$ cat src/rtl/odd_issue_scheduler.sv
// In-order odd-pipe issue stage: instruction FIFO, RAW scoreboard and single writeback-port reservation ring.
// Define ODD_SCHED_FWD_EN to model the final-execute-stage bypass (dependents may issue one cycle earlier).

module odd_issue_scheduler #(
    parameter int DEPTH    = 4,
    parameter int PERM_LAT = 4,
    parameter int LS_LAT   = 6,
    parameter int BR_LAT   = 1
) (
    input  logic        clock,
    input  logic        reset,
    input  logic        in_valid,
    output logic        in_ready,
    input  logic [1:0]  in_unit,
    input  logic [6:0]  in_rt,
    input  logic [6:0]  in_ra,
    input  logic [6:0]  in_rb,
    input  logic [6:0]  in_rc,
    input  logic [2:0]  in_uses,
    input  logic        in_writes,
    input  logic        flush,
    output logic        issue_valid,
    output logic [1:0]  issue_unit,
    output logic [6:0]  issue_rt,
    output logic [6:0]  issue_ra,
    output logic [6:0]  issue_rb,
    output logic [6:0]  issue_rc,
    output logic        wb_valid,
    output logic [6:0]  wb_rt,
    output logic [15:0] stall_count
);

    typedef enum logic [1:0] {
        UNIT_PERM = 2'd0,
        UNIT_LS   = 2'd1,
        UNIT_BR   = 2'd2,
        UNIT_NOP  = 2'd3
    } unit_e;

    typedef struct packed {
        unit_e      unit;
        logic [6:0] rt;
        logic [6:0] ra;
        logic [6:0] rb;
        logic [6:0] rc;
        logic [2:0] uses;
        logic       writes;
    } entry_t;

    localparam int AW = $clog2(DEPTH);
    localparam int RW = (LS_LAT > 1) ? $clog2(LS_LAT) : 1;
    localparam int LW = ($clog2(LS_LAT + 1) < 2) ? 2 : $clog2(LS_LAT + 1);
    localparam int SW = RW + LW;

    entry_t        fifo_mem [DEPTH];
    logic [AW:0]   wr_ptr;
    logic [AW:0]   rd_ptr;
    logic          empty;
    logic          full;
    logic          push;
    logic          pop;
    entry_t        head;
    entry_t        push_entry;

    logic [LW-1:0] lat;
    logic [LW-1:0] sb_load;
    logic          head_nop;
    logic          head_writes;
    logic          hazard;
    logic          conflict;
    logic          issue_write;
    logic          bypass;

    logic [LW-1:0] sb_cnt [LS_LAT];
    logic [6:0]    sb_rt [LS_LAT];
    logic          wb_res [LS_LAT];
    logic [6:0]    wb_res_rt [LS_LAT];
    logic [RW-1:0] slot_ptr;
    logic [RW-1:0] rd_slot;
    logic [RW-1:0] tgt_slot;
    logic [SW-1:0] tgt_sum;

    assign empty    = (wr_ptr == rd_ptr);
    assign full     = (wr_ptr[AW] != rd_ptr[AW]) && (wr_ptr[AW-1:0] == rd_ptr[AW-1:0]);
    assign in_ready = !full && !flush;
    assign push     = in_valid && in_ready;
    assign pop      = issue_valid;
    assign head     = fifo_mem[rd_ptr[AW-1:0]];

    always_comb begin
        push_entry        = '0;
        push_entry.unit   = unit_e'(in_unit);
        push_entry.rt     = in_rt;
        push_entry.ra     = in_ra;
        push_entry.rb     = in_rb;
        push_entry.rc     = in_rc;
        push_entry.uses   = in_uses;
        push_entry.writes = in_writes;
    end

    always_comb begin
        lat = '0;
        case (head.unit)
            UNIT_PERM: lat = LW'(PERM_LAT);
            UNIT_LS:   lat = LW'(LS_LAT);
            UNIT_BR:   lat = LW'(BR_LAT);
            default:   lat = '0;
        endcase
    end

    assign head_nop    = (head.unit == UNIT_NOP);
    assign head_writes = head.writes && !head_nop;

`ifdef ODD_SCHED_FWD_EN
    assign sb_load = (lat >= LW'(2)) ? lat - LW'(2) : '0;
`else
    assign sb_load = (lat >= LW'(1)) ? lat - LW'(1) : '0;
`endif

    // slot_ptr names the current cycle modulo LS_LAT; rd_slot is next cycle's writeback slot.
    assign rd_slot  = (slot_ptr == RW'(LS_LAT - 1)) ? '0 : slot_ptr + RW'(1);
    assign tgt_sum  = SW'(slot_ptr) + SW'(lat);
    assign tgt_slot = (tgt_sum >= SW'(LS_LAT)) ? RW'(tgt_sum - SW'(LS_LAT)) : RW'(tgt_sum);

    always_comb begin
        hazard = 1'b0;
        for (int i = 0; i < LS_LAT; i++) begin
            if (sb_cnt[i] != '0) begin
                if ((head.uses[2] && head.ra == sb_rt[i]) ||
                    (head.uses[1] && head.rb == sb_rt[i]) ||
                    (head.uses[0] && head.rc == sb_rt[i])) begin
                    hazard = 1'b1;
                end
            end
        end
    end

    assign conflict    = head_writes && wb_res[tgt_slot];
    assign issue_valid = !empty && !flush && (head_nop || (!hazard && !conflict));
    assign issue_write = issue_valid && head_writes;
    assign bypass      = issue_write && (tgt_slot == rd_slot);

    assign issue_unit = head.unit;
    assign issue_rt   = head.rt;
    assign issue_ra   = head.ra;
    assign issue_rb   = head.rb;
    assign issue_rc   = head.rc;

    always_ff @(posedge clock) begin
        if (push) begin
            fifo_mem[wr_ptr[AW-1:0]] <= push_entry;
        end
    end

    always_ff @(posedge clock or negedge reset) begin
        if (!reset) begin
            wr_ptr <= '0;
            rd_ptr <= '0;
        end else if (flush) begin
            rd_ptr <= wr_ptr;
        end else begin
            if (push) wr_ptr <= wr_ptr + (AW+1)'(1);
            if (pop)  rd_ptr <= rd_ptr + (AW+1)'(1);
        end
    end

    // A scoreboard entry is reused every LS_LAT cycles, by which time its counter has drained.
    always_ff @(posedge clock or negedge reset) begin
        if (!reset) begin
            slot_ptr <= '0;
            wb_valid <= 1'b0;
            wb_rt    <= '0;
            for (int i = 0; i < LS_LAT; i++) begin
                sb_cnt[i]    <= '0;
                sb_rt[i]     <= '0;
                wb_res[i]    <= 1'b0;
                wb_res_rt[i] <= '0;
            end
        end else begin
            slot_ptr <= rd_slot;
            wb_valid <= wb_res[rd_slot] || bypass;
            wb_rt    <= bypass ? head.rt : wb_res_rt[rd_slot];
            for (int i = 0; i < LS_LAT; i++) begin
                if (issue_write && slot_ptr == RW'(i)) begin
                    sb_cnt[i] <= sb_load;
                    sb_rt[i]  <= head.rt;
                end else if (sb_cnt[i] != '0) begin
                    sb_cnt[i] <= sb_cnt[i] - LW'(1);
                end
                if (rd_slot == RW'(i)) begin
                    wb_res[i] <= 1'b0;
                end
                if (issue_write && !bypass && tgt_slot == RW'(i)) begin
                    wb_res[i]    <= 1'b1;
                    wb_res_rt[i] <= head.rt;
                end
            end
        end
    end

    always_ff @(posedge clock or negedge reset) begin
        if (!reset) begin
            stall_count <= '0;
        end else if (!empty && !flush && !issue_valid && stall_count != 16'hFFFF) begin
            stall_count <= stall_count + 16'd1;
        end
    end

endmodule

$ cat config.mk
export PLATFORM = sky130hd
export DESIGN_NAME = odd_issue_scheduler
export DESIGN_NICKNAME = d
export VERILOG_FILES = /design/src/rtl/odd_issue_scheduler.sv
export SDC_FILE = /design/constraint.sdc
export NUM_CORES = 1
export LEC_CHECK = 0
export ABC_AREA = 1
export CAP_MARGIN = 30
export CORE_ASPECT_RATIO = 0.75
export CORE_MARGIN = 3
export CORE_UTILIZATION = 44
export CTS_CLUSTER_DIAMETER = 100
export CTS_CLUSTER_SIZE = 12
export DETAILED_ROUTE_END_ITERATION = 8
export SYNTH_ARGS = -nofsm -noshare
export SYNTH_HDL_FRONTEND = slang
export SYNTH_SLANG_ARGS = --single-unit
$ cat constraint.sdc
create_clock -name clock -period 6.9 [get_ports clock]
set_input_delay 2.07 -clock clock [delete_from_list [all_inputs] [get_ports clock]]
set_output_delay 2.07 -clock clock [all_outputs]
set_load 0.005 [all_outputs]
==> metrics.txt <==
PwrDens 527 nW/um^2; critical path arrival 4440 ps; WHS 514 ps; Area contributors post-synth sky130_fd_sc_hd__edfxtp_1 (27%), sky130_fd_sc_hd__dfrtp_1 (23%), sky130_fd_sc_hd__nand2_1 (15%); fin. max-slew vios 0; Die Y-Extent 167 um; Inserted Clock Buffers 27; Required @ worst endpoint 4830 ps; startpoint of the most critical hold path wr_ptr[2]; initial cell density of the core 45.0%; share of synthesized flip-flops with an asynchronous set or reset 50.9%; buffer levels on the longest clock path 3; die area 36800 sq um; Slew HR 37.5%; flops & latches, synth 277; result of the run finished, final reports clean; via count 12700; setup fix buffers added after clock tree synthesis 0; post-synthesis cell type count 38; Layout fillers 3214; synthesized instance count 1823; worst min-delay path category reg2reg; highest net fanout along the worst path 22; count of cells along the worst register-to-register path 20; count of synthesis-stage warnings from yosys 0; via density per instance 5.35; routed wirelength normalized by instance count 18.9 um; synthesis-to-finish area growth 14.2%; number of iterations in the first detailed-routing pass 5; global-route total usage across every layer 24.6%; highest-delay cell along the critical path sky130_fd_sc_hd__dfrtp_2; slew at the pin with the worst max-slew slack 928 ps; GP Congestion 1.02; Worst Hold Path Cells 1; count of nets left with antenna violations after detail routing 0; DPL Wire Length 32800 um; post-route clock period utilization 94.3%; portion of the post-synthesis area used by sequential elements 50.2%; maximum number of pins on one net before global-route repair 88; number of clock sinks seen by CTS 277; capture point of the worst reg-to-reg path sb_cnt[1]; post-synth top area cell sky130_fd_sc_hd__edfxtp_1; worst-case register-to-register setup slack 2430 ps; clock tree skew after final layout 9.96 ps; Clock Root Buffer sky130_fd_sc_hd__clkbuf_16; fraction of layout instances using a drive strength above 1 8.65%; global-route wire length before repair 70200 um; number of enable-type register cells in the synthesized netlist 136; number of input and output port buffers inserted 93; Most Frequent Cell on Critical Path sky130_fd_sc_hd__nand2_1; Max Cap Viol 0; core box area 33700 sq um; Mapped Nets 1884; TritonCTS clock tree yes; critical path class reg2out; top achievable clock speed 154 MHz; residual overflow from global routing 0; post-CTS clock slew at the launch and capture registers of the worst setup and hold paths 60 ps; I/O pin total 94; Post-layout nets 1977; critical path endpoint category output pin; area fraction of the dominant cell type after synthesis 26.9%; type of element launching the critical path register; Final Routed Wirelength 45000 um; initial antenna violation count 0; CTS HTree Levels 1; startpoint of the lowest-slack register-to-register path rd_ptr[0]; number of global-route vias before repair 11700; number of failing hold endpoints at the final stage 0; top post-synthesis cells by count sky130_fd_sc_hd__nand2_1 (616), sky130_fd_sc_hd__nand3_1 (209), sky130_fd_sc_hd__inv_1 (197); time the worst path needs with I/O delays and setup 6510 ps; # DRC 0; cell breakdown of the critical path inv_2 > nand2_1 > nand3_1 > nand2_2 > inv_1 > nor2_1 > buf_4 > inv_1 > fa_1 > xor2_1 > a21o_1 > a21oi_1 > nand2_1 > nand2_1 > a21oi_1 > nor2_1 > nand2_2 > a21oi_4 > clkdlybuf4s50_1; Die Span X 220 um; RSZ-0062 raised after global routing false; count of antenna diodes in the layout 0; latest clock arrival within the worst-skew pair 570 ps; maximum VDD drop 0.000245 V; initial drt markers 1302; setup total negative slack 0 ps; P_leak 0.00791 uW; largest stage delay on the critical path 620 ps; top flip-flop cell by instance count after synthesis sky130_fd_sc_hd__dfrtp_1; most frequently used cell type in the post-synthesis netlist sky130_fd_sc_hd__nand2_1; number of failing setup endpoints in the final timing report 0; Post-Syn Area 15200 sq um; hold-critical path endpoint wr_ptr[2]; # rows 58; mean instance size in the synthesized netlist 8.33 sq um
registers in the layout, indices dropped and copies added, names as in the netlist:
signal / cells
wb_res_rt: 42
wr_ptr: 3
wb_res: 6
slot_ptr: 3
fifo_mem: 136
stall_count: 16
rd_ptr: 3
wb_rt: 7
sb_cnt: 18
sb_rt: 42
wb_valid: 1
power breakdown:
part / switching (uW) / internal (uW)
Sequential: 362 / 2210
Combinational: 3560 / 1630
Clock: 636 / 733
Total: 4550 / 4570
placed cells by master (no fill, tap or decap), drive strengths merged, types with 3 or more instances in the layout:
master / instances
a21oi: 27
a32o: 7
a32oi: 7
buf: 26
clkbuf: 40
clkdlybuf4s50: 92
clkinv: 3
dfrtp: 141
edfxtp: 136
ha: 22
inv: 216
nand2: 644
nand3: 256
nand4: 23
nor2: 93
nor3: 9
o211ai: 14
o21ai: 97
o21bai: 42
xnor2: 8
xor2: 21
repair_timing:
| action | in CTS | in global routing |
|---|---|---|
| endpoints found under the setup margin | 0 | 1 |
| hold buffers | 0 | 0 |
| resized for setup | 0 | 1 |
per-layer routing:
layer / up-vias / part of all wire (%) / GRT usage, %
met5: - / 0 / 0
met2: 452 / 40 / 33.4
met1: 6083 / 51 / 41.1
li1: 6148 / - / -
met3: 52 / 7.6 / 4.16
met4: 0 / 1.6 / 3.83
how the worst max path moves through the flow:
stage / from / to / slack, ps
after global placement: flush / issue_valid / 960
final: rd_ptr[0] / issue_valid / 390
after detailed placement: rd_ptr[0] / issue_valid / 880
after CTS: rd_ptr[0] / issue_valid / 260
after global routing: rd_ptr[0] / issue_valid / 100
after floorplan: rd_ptr[0] / issue_valid / 1080
cell families after synthesis:
group                    count (synthesis)  synth area share, %
adder cells (fa/ha/maj)                 23                 1.95
XOR/XNOR                                29                 1.67
multiplexers                             1               0.0659
AND/OR/NAND/NOR                       1028                 30.5
flip-flops                             277                 50.2
AO/OA/AOI/OAI                          195                 8.09
buffers and inverters                  270                 7.58
layout make-up:
class | count | area (sq um) | share of cell area [%]
Sequential cell | 277 | 7610 | 43.9
Clock buffer | 40 | 734 | 4.24
Timing Repair Buffer | 118 | 1120 | 6.46
Tap cell | 450 | 563 | 3.25
Inverter | 216 | 811 | 4.68
Clock inverter | 3 | 33.8 | 0.195
Multi-Input combinational cell | 1276 | 6450 | 37.2
through the flow:
| step | utilization, % | area [sq um] | power [uW] | std cells | setup WS [ps] |
|---|---|---|---|---|---|
| after global routing | 51.3 | 17300 | 9820 | 2380 | 102 |
| after detailed placement | 49.1 | 16600 | 7670 | 2337 | 881 |
| after CTS | 51.3 | 17300 | 9070 | 2380 | 259 |
| after floorplan | - | 15200 | 5820 | 1823 | 1080 |
| after global placement | 49.1 | 16600 | 7630 | 2337 | 963 |
| final | 51.3 | 17300 | 9120 | 2380 | 392 |
critical path, delay by kind of cell, from the launching register on:
family	cells	cell delay [ps]
XOR/XNOR	1	190
AO/OA/AOI/OAI	4	750
flip-flops	1	620
buffers and inverters	5	1010
adder cells (fa/ha/maj)	1	370
AND/OR/NAND/NOR	8	910
No activity file was read; power rests on OpenSTA's default activity.
